[src/rtl/dvi_pkg.sv]
// Shared types and constants for the DVI timing controller and the TMDS encoders.
// The default timing set is 640x480@60 (800x525 total).
package dvi_pkg;

  localparam int unsigned CntW = 12;

  localparam int unsigned DefHActive = 640;
  localparam int unsigned DefHFp     = 16;
  localparam int unsigned DefHSync   = 96;
  localparam int unsigned DefHBp     = 48;
  localparam int unsigned DefVActive = 480;
  localparam int unsigned DefVFp     = 10;
  localparam int unsigned DefVSync   = 2;
  localparam int unsigned DefVBp     = 33;

  typedef enum logic [1:0] {StIdle, StRun, StDrain} state_e;

  // One stage of the decode pipeline; all fields are "region active" flags.
  typedef struct packed {
    logic active;
    logic hsync;
    logic vsync;
    logic line_start;
    logic frame_start;
  } stage_t;

  // TMDS control tokens, indexed by {c1, c0}.
  localparam logic [9:0] TmdsCtrl00 = 10'b1101010100;
  localparam logic [9:0] TmdsCtrl01 = 10'b0010101011;
  localparam logic [9:0] TmdsCtrl10 = 10'b0101010100;
  localparam logic [9:0] TmdsCtrl11 = 10'b1010101011;

  function automatic logic [9:0] ctrl_token(input logic [1:0] ctrl);
    logic [9:0] tok;
    case (ctrl)
      2'b00:   tok = TmdsCtrl00;
      2'b01:   tok = TmdsCtrl01;
      2'b10:   tok = TmdsCtrl10;
      default: tok = TmdsCtrl11;
    endcase
    return tok;
  endfunction

endpackage

[src/rtl/dvi_counter.sv]
// Wrapping up-counter with synchronous clear; wrap pulses on the step that
// returns the count from terminal to zero.
module dvi_counter import dvi_pkg::*; #(
  parameter int unsigned Width = CntW
) (
  input  logic             clk,
  input  logic             clear,
  input  logic             step,
  input  logic [Width-1:0] terminal,
  output logic [Width-1:0] count,
  output logic             wrap
);

  logic [Width-1:0] count_q, count_d;

  assign wrap  = step && (count_q == terminal);
  assign count = count_q;

  always_comb begin
    count_d = count_q;
    if (clear || wrap) begin
      count_d = '0;
    end else if (step) begin
      count_d = count_q + Width'(1);
    end
  end

  always_ff @(posedge clk) begin
    count_q <= count_d;
  end

endmodule

[src/rtl/dvi_timing.sv]
// Raster timing generator: pixel request LEAD cycles ahead of active/syncs,
// starting and stopping only on frame boundaries.
module dvi_timing import dvi_pkg::*; #(
  parameter int unsigned HACTIVE = DefHActive,
  parameter int unsigned HFP     = DefHFp,
  parameter int unsigned HSYNC   = DefHSync,
  parameter int unsigned HBP     = DefHBp,
  parameter int unsigned VACTIVE = DefVActive,
  parameter int unsigned VFP     = DefVFp,
  parameter int unsigned VSYNC   = DefVSync,
  parameter int unsigned VBP     = DefVBp,
  parameter logic        HS_ACT  = 1'b0,
  parameter logic        VS_ACT  = 1'b0,
  parameter int unsigned LEAD    = 1
) (
  input  logic            clk,
  input  logic            reset,
  input  logic            enable,
  output logic            pix_req,
  output logic [CntW-1:0] pix_x,
  output logic [CntW-1:0] pix_y,
  output logic            active,
  output logic [1:0]      ctrl0,
  output logic [1:0]      ctrl1,
  output logic [1:0]      ctrl2,
  output logic            line_start,
  output logic            frame_start,
  output logic            running
);

  localparam int unsigned HTotal = HACTIVE + HFP + HSYNC + HBP;
  localparam int unsigned VTotal = VACTIVE + VFP + VSYNC + VBP;

  localparam logic [CntW-1:0] HActEnd  = CntW'(HACTIVE);
  localparam logic [CntW-1:0] HSyncBeg = CntW'(HACTIVE + HFP);
  localparam logic [CntW-1:0] HSyncEnd = CntW'(HACTIVE + HFP + HSYNC);
  localparam logic [CntW-1:0] HLast    = CntW'(HTotal - 1);
  localparam logic [CntW-1:0] VActEnd  = CntW'(VACTIVE);
  localparam logic [CntW-1:0] VSyncBeg = CntW'(VACTIVE + VFP);
  localparam logic [CntW-1:0] VSyncEnd = CntW'(VACTIVE + VFP + VSYNC);
  localparam logic [CntW-1:0] VLast    = CntW'(VTotal - 1);

  state_e state_q, state_d;
  logic   run, cnt_clear, h_wrap, frame_last;
  logic [CntW-1:0] hcount, vcount;

  assign run       = (state_q != StIdle);
  assign cnt_clear = reset || !run;

  dvi_counter #(.Width(CntW)) u_hcnt (
    .clk      (clk),
    .clear    (cnt_clear),
    .step     (run),
    .terminal (HLast),
    .count    (hcount),
    .wrap     (h_wrap)
  );

  // The v counter wraps only on the last cycle of the frame.
  dvi_counter #(.Width(CntW)) u_vcnt (
    .clk      (clk),
    .clear    (cnt_clear),
    .step     (h_wrap),
    .terminal (VLast),
    .count    (vcount),
    .wrap     (frame_last)
  );

  always_comb begin
    state_d = state_q;
    unique case (state_q)
      StIdle:  if (enable) state_d = StRun;
      StRun:   if (!enable) state_d = StDrain;
      StDrain: begin
        if (enable) begin
          state_d = StRun;
        end else if (frame_last) begin
          state_d = StIdle;
        end
      end
      default: state_d = StIdle;
    endcase
  end

  stage_t s0_d;

  always_comb begin
    s0_d = '0;
    if (run) begin
      s0_d.active      = (hcount < HActEnd) && (vcount < VActEnd);
      s0_d.hsync       = (hcount >= HSyncBeg) && (hcount < HSyncEnd);
      s0_d.vsync       = (vcount >= VSyncBeg) && (vcount < VSyncEnd);
      s0_d.line_start  = (hcount == '0);
      s0_d.frame_start = (hcount == '0) && (vcount == '0);
    end
  end

  // pipe_q[0] is stage 0 (drives pix_req); pipe_q[LEAD] drives the encoder side.
  stage_t [LEAD:0]  pipe_q;
  logic [CntW-1:0]  pix_x_q, pix_y_q;
  logic             running_q;

  always_ff @(posedge clk) begin
    if (reset) begin
      state_q   <= StIdle;
      running_q <= 1'b0;
      pipe_q    <= '0;
      pix_x_q   <= '0;
      pix_y_q   <= '0;
    end else begin
      state_q   <= state_d;
      running_q <= (state_d != StIdle);
      pipe_q    <= {pipe_q[LEAD-1:0], s0_d};
      pix_x_q   <= s0_d.active ? hcount : '0;
      pix_y_q   <= s0_d.active ? vcount : '0;
    end
  end

  stage_t out_s;
  assign out_s = pipe_q[LEAD];

  assign pix_req     = pipe_q[0].active;
  assign pix_x       = pix_x_q;
  assign pix_y       = pix_y_q;
  assign active      = out_s.active;
  assign ctrl0       = {out_s.vsync ? VS_ACT : ~VS_ACT, out_s.hsync ? HS_ACT : ~HS_ACT};
  assign ctrl1       = 2'b00;
  assign ctrl2       = 2'b00;
  assign line_start  = out_s.line_start;
  assign frame_start = out_s.frame_start;
  assign running     = running_q;

endmodule

[config.mk]
export PLATFORM = sky130hd
export DESIGN_NAME = dvi_timing
export DESIGN_NICKNAME = d
export VERILOG_FILES = /design/src/rtl/dvi_pkg.sv /design/src/rtl/dvi_counter.sv /design/src/rtl/dvi_timing.sv
export SDC_FILE = /design/constraint.sdc
export NUM_CORES = 1
export LEC_CHECK = 0
export ABC_CLOCK_PERIOD_IN_PS = 2000
export CAP_MARGIN = 5
export CORE_AREA = 2 2 74 76
export DETAILED_ROUTE_END_ITERATION = 8
export DIE_AREA = 0 0 76 78
export PLACE_DENSITY = 0.75
export SETUP_SLACK_MARGIN = 0.5
export SYNTH_ARGS = -nofsm -noshare
export SYNTH_HDL_FRONTEND = slang
export SYNTH_SLANG_ARGS = --single-unit
[constraint.sdc]
create_clock -name clk -period 2 [get_ports clk]
set_input_delay 0.3 -clock clk [delete_from_list [all_inputs] [get_ports clk]]
set_output_delay 0.3 -clock clk [all_outputs]
set_load 0.03 [all_outputs]
==> results.md <==
- Nets@finish: 317
- VDD IR-drop max: between 0.4 and 0.5 mV
- Synth area leader: dfxtp_1
- Min Tclk post-route: between 1500 and 2000 ps
- Starting Density: a little under half
- WP data arrival: 1930 ps
- Final wirelength: 5800 um
- Ports: 38
- Max Cap Viol: 0
- Layout cells sized above 1: 31.7%
- Vias in the first global route: about 1900
- Top cells by count, synth: 61 x dfxtp_1, 16 x and2_1, 14 x nor2_1, 11 x a21oi_1, 11 x nand2_1
- Hold path depth: 1
- Reg-to-reg startpoint: state_q[1]$_SDFF_PP0_
- CP max FO: 7
- Num Clock Sinks: 61
- DR vias: around 2000
- Synth top area cells: dfxtp_1 52%, and2_1 4.3%, xor2_1 2.6%
- Initial antenna violation count: 0
- Period utilisation layout: 82.8%
- Setup TNS Final: 0 ps
- Achievable clock frequency: ~600 MHz
- Ys async rst share: 0%
- Syn Area/Cell: 9.93 um^2
- Leak Pwr: 0.00144 uW
- Final GP Congestion: 0.798
- CTS tree: built
- PortBufs: 33
- Worst Reg-to-Reg Cells: 6
- Dpl ws: 90.4 ps
- Slew Limit Fails: 0
- Worst Path Required: 2270 ps
- Max Buffers Root-to-Sink: 2
- Setup CP Type: flip-flop to flip-flop
- RSZ-0062 raised after global routing: true
- 1st-iter DRT viols: 96
- Row cnt: 26
- Crit path launch type: flip-flop
- DIE AREA: about 5900 um^2
- Cells after synthesis: 237
- Die height: between 70 and 80 um
- Hold path endpoint: line_start$_SDFF_PP0_
- Total track usage: 19.6%
- Type of the most critical hold path: flip-flop to flip-flop
- # diodes: 0
- Final ANT Viol Nets: 0
- First-pass GRT wire length: 8980 um
- GRT overflow: 0
- Top-area cell type share of the netlist area: 51.9%
- Reg-to-reg endpoint: u_vcnt.count[3]$_SDFFE_PP0P_
- Final cell count without fillers: 385
- Netlist cell types: 40
- Drt wl/cell: 15.1 um
- Ys Warns: 0
- Die Wd: between 70 and 80 um
- Core area: 5040 um^2
- Fill cell count: 372
- Source of the worst hold timing path: pipe_q[1]$_SDFF_PP0_
- CTS clk-pin slew, worst paths: 60 ps
- Clock root buffer: clkbuf_8
- Post-Syn Area: 2350 um^2
- Ys flop type: dfxtp_1
- Status: complete, no violations
- Largest net degree at the start of global routing: 13
- Drt drc: 0
- Register bit count reported by yosys: a little over 60
- Count leader, synth: dfxtp_1
- Area delta synth->final: 44.8%
- DP Cell Count: 341
- Setup violations, final: 0
- Pre-antenna DRT Iters: 4
- Worst setup margin: 344 ps
- Post-synth EDFFs: 0
- Sequential fraction of the synthesis area: approximately half
- Setup crit end kind: flip-flop
- Post-DP HPWL: 3180 um
- CTS H-tree lvls: 3
- Vias per inst: roughly 5.2
- Worst clock skew: roughly 4.7 ps
- Reg2Reg Setup Slack: 340 ps
- Num CTS Buffers: 9
- PD cells: 791 nW/um^2
- Final hold vios: 0
- Worst-Skew Late Latency: ~340 ps
-- state kept, by name, summed over array words and instances, names as in the netlist --
register and flops:
out_s 2, frame_start 1, pix_y 12, line_start 1, state_q 2, pix_x 12
u_hcnt.count 12, u_vcnt.count 12, pipe_q 4, active 1, running 1, pix_req 1
-- final cells by class --
type                            count  area (um^2)  share of cell area [%]
Multi-Input combinational cell    159         1150                    33.7
Clock inverter                      4         95.1                    2.79
Timing Repair Buffer               71          641                    18.8
Sequential cell                    61         1260                    37.0
Tap cell                           70         87.6                    2.57
Inverter                            8         30.0                   0.881
Clock buffer                       12          145                    4.26
-- power breakdown --
group          internal [uW]  switching (uW)
Combinational           61.3            82.7
Sequential              1220            7.62
Clock                    861             458
Total                   2150             549
-- metal layers --
metal / part of all wire [%] / wire length (um) / track usage [%] / vias to the layer above
met2: 51 / 2940 / 32.6 / 85
met1: 40 / 2320 / 22.9 / 943
li1: - / - / - / 970
met5: 0 / 0 / 0 / -
met4: 3.1 / 180 / 12.7 / 0
met3: 6.2 / 362 / 4.30 / 14
-- worst max-delay path by stage --
| stage | start | end |
|---|---|---|
| floorplan | reset | pix_x[5]$_SDFF_PP0_ |
| global placement | reset | pix_y[3]$_SDFF_PP0_ |
| detailed placement | reset | pix_y[5]$_SDFF_PP0_ |
| CTS | state_q[0]$_SDFF_PP0_ | pix_x[2]$_SDFF_PP0_ |
| global route | u_hcnt.count[10]$_SDFFE_PP0P_ | u_vcnt.count[11]$_SDFFE_PP0P_ |
| finish | state_q[1]$_SDFF_PP0_ | u_vcnt.count[3]$_SDFFE_PP0P_ |
-- per-stage QoR --
| step | total power [uW] | utilization [%] | hold WS (ps) | area, um^2 |
|---|---|---|---|---|
| 2_1_floorplan | 1340 | - | 378 | 2400 |
| 3_3_place_gp | 1370 | 55.3 | 420 | 2790 |
| 3_5_place_dp | 1370 | 55.3 | 425 | 2790 |
| 4_1_cts | 2690 | 64.6 | 440 | 3260 |
| 5_1_grt | 2770 | 67.6 | 466 | 3410 |
| 6_report | 2690 | 67.6 | 438 | 3410 |
-- worst max-delay path, cell delays in order, from the launching register on --
cell     delay, ps
dfxtp_4        380
buf_12         110
o211a_4        170
nand4_1        240
buf_6          240
or3_4          330
a21oi_2        110
-- repair_timing --
action / 4_1_cts / 5_1_grt
gates cloned: 1 / 1
pin swaps: 8 / 7
endpoints found under the setup margin: 69 / 31
buffers inserted: 18 / 8
hold buffers: 0 / 0
gates resized for setup: 70 / 23
-- layout by cell type (no fill, tap or decap), drive strengths merged, types with 8 or more instances in the layout --
cell	n
o21ai	10
nand2	11
inv	8
a21oi	11
buf	38
dfxtp	61
nor4	8
dlygate4sd2	32
or3	9
nand3	10
clkbuf	12
conb	9
nand4	8
nor2	14
and2	16
-- kinds of logic (layout without fill, tap and decap cells) --
| kind of cell | after synthesis | count (layout) | share of synthesized area [%] |
|---|---|---|---|
| compound gates | 33 | 33 | 9.52 |
| fa+ha+maj | 4 | 4 | 2.13 |
| other cells | 1 | 9 | 0.159 |
| flops | 61 | 61 | 51.9 |
| xor+xnor | 10 | 10 | 3.72 |
| buf+inv | 25 | 95 | 6.22 |
| mux | 1 | 1 | 0.425 |
| simple gates | 102 | 102 | 25.9 |
Power figures use the tool's default switching activity.
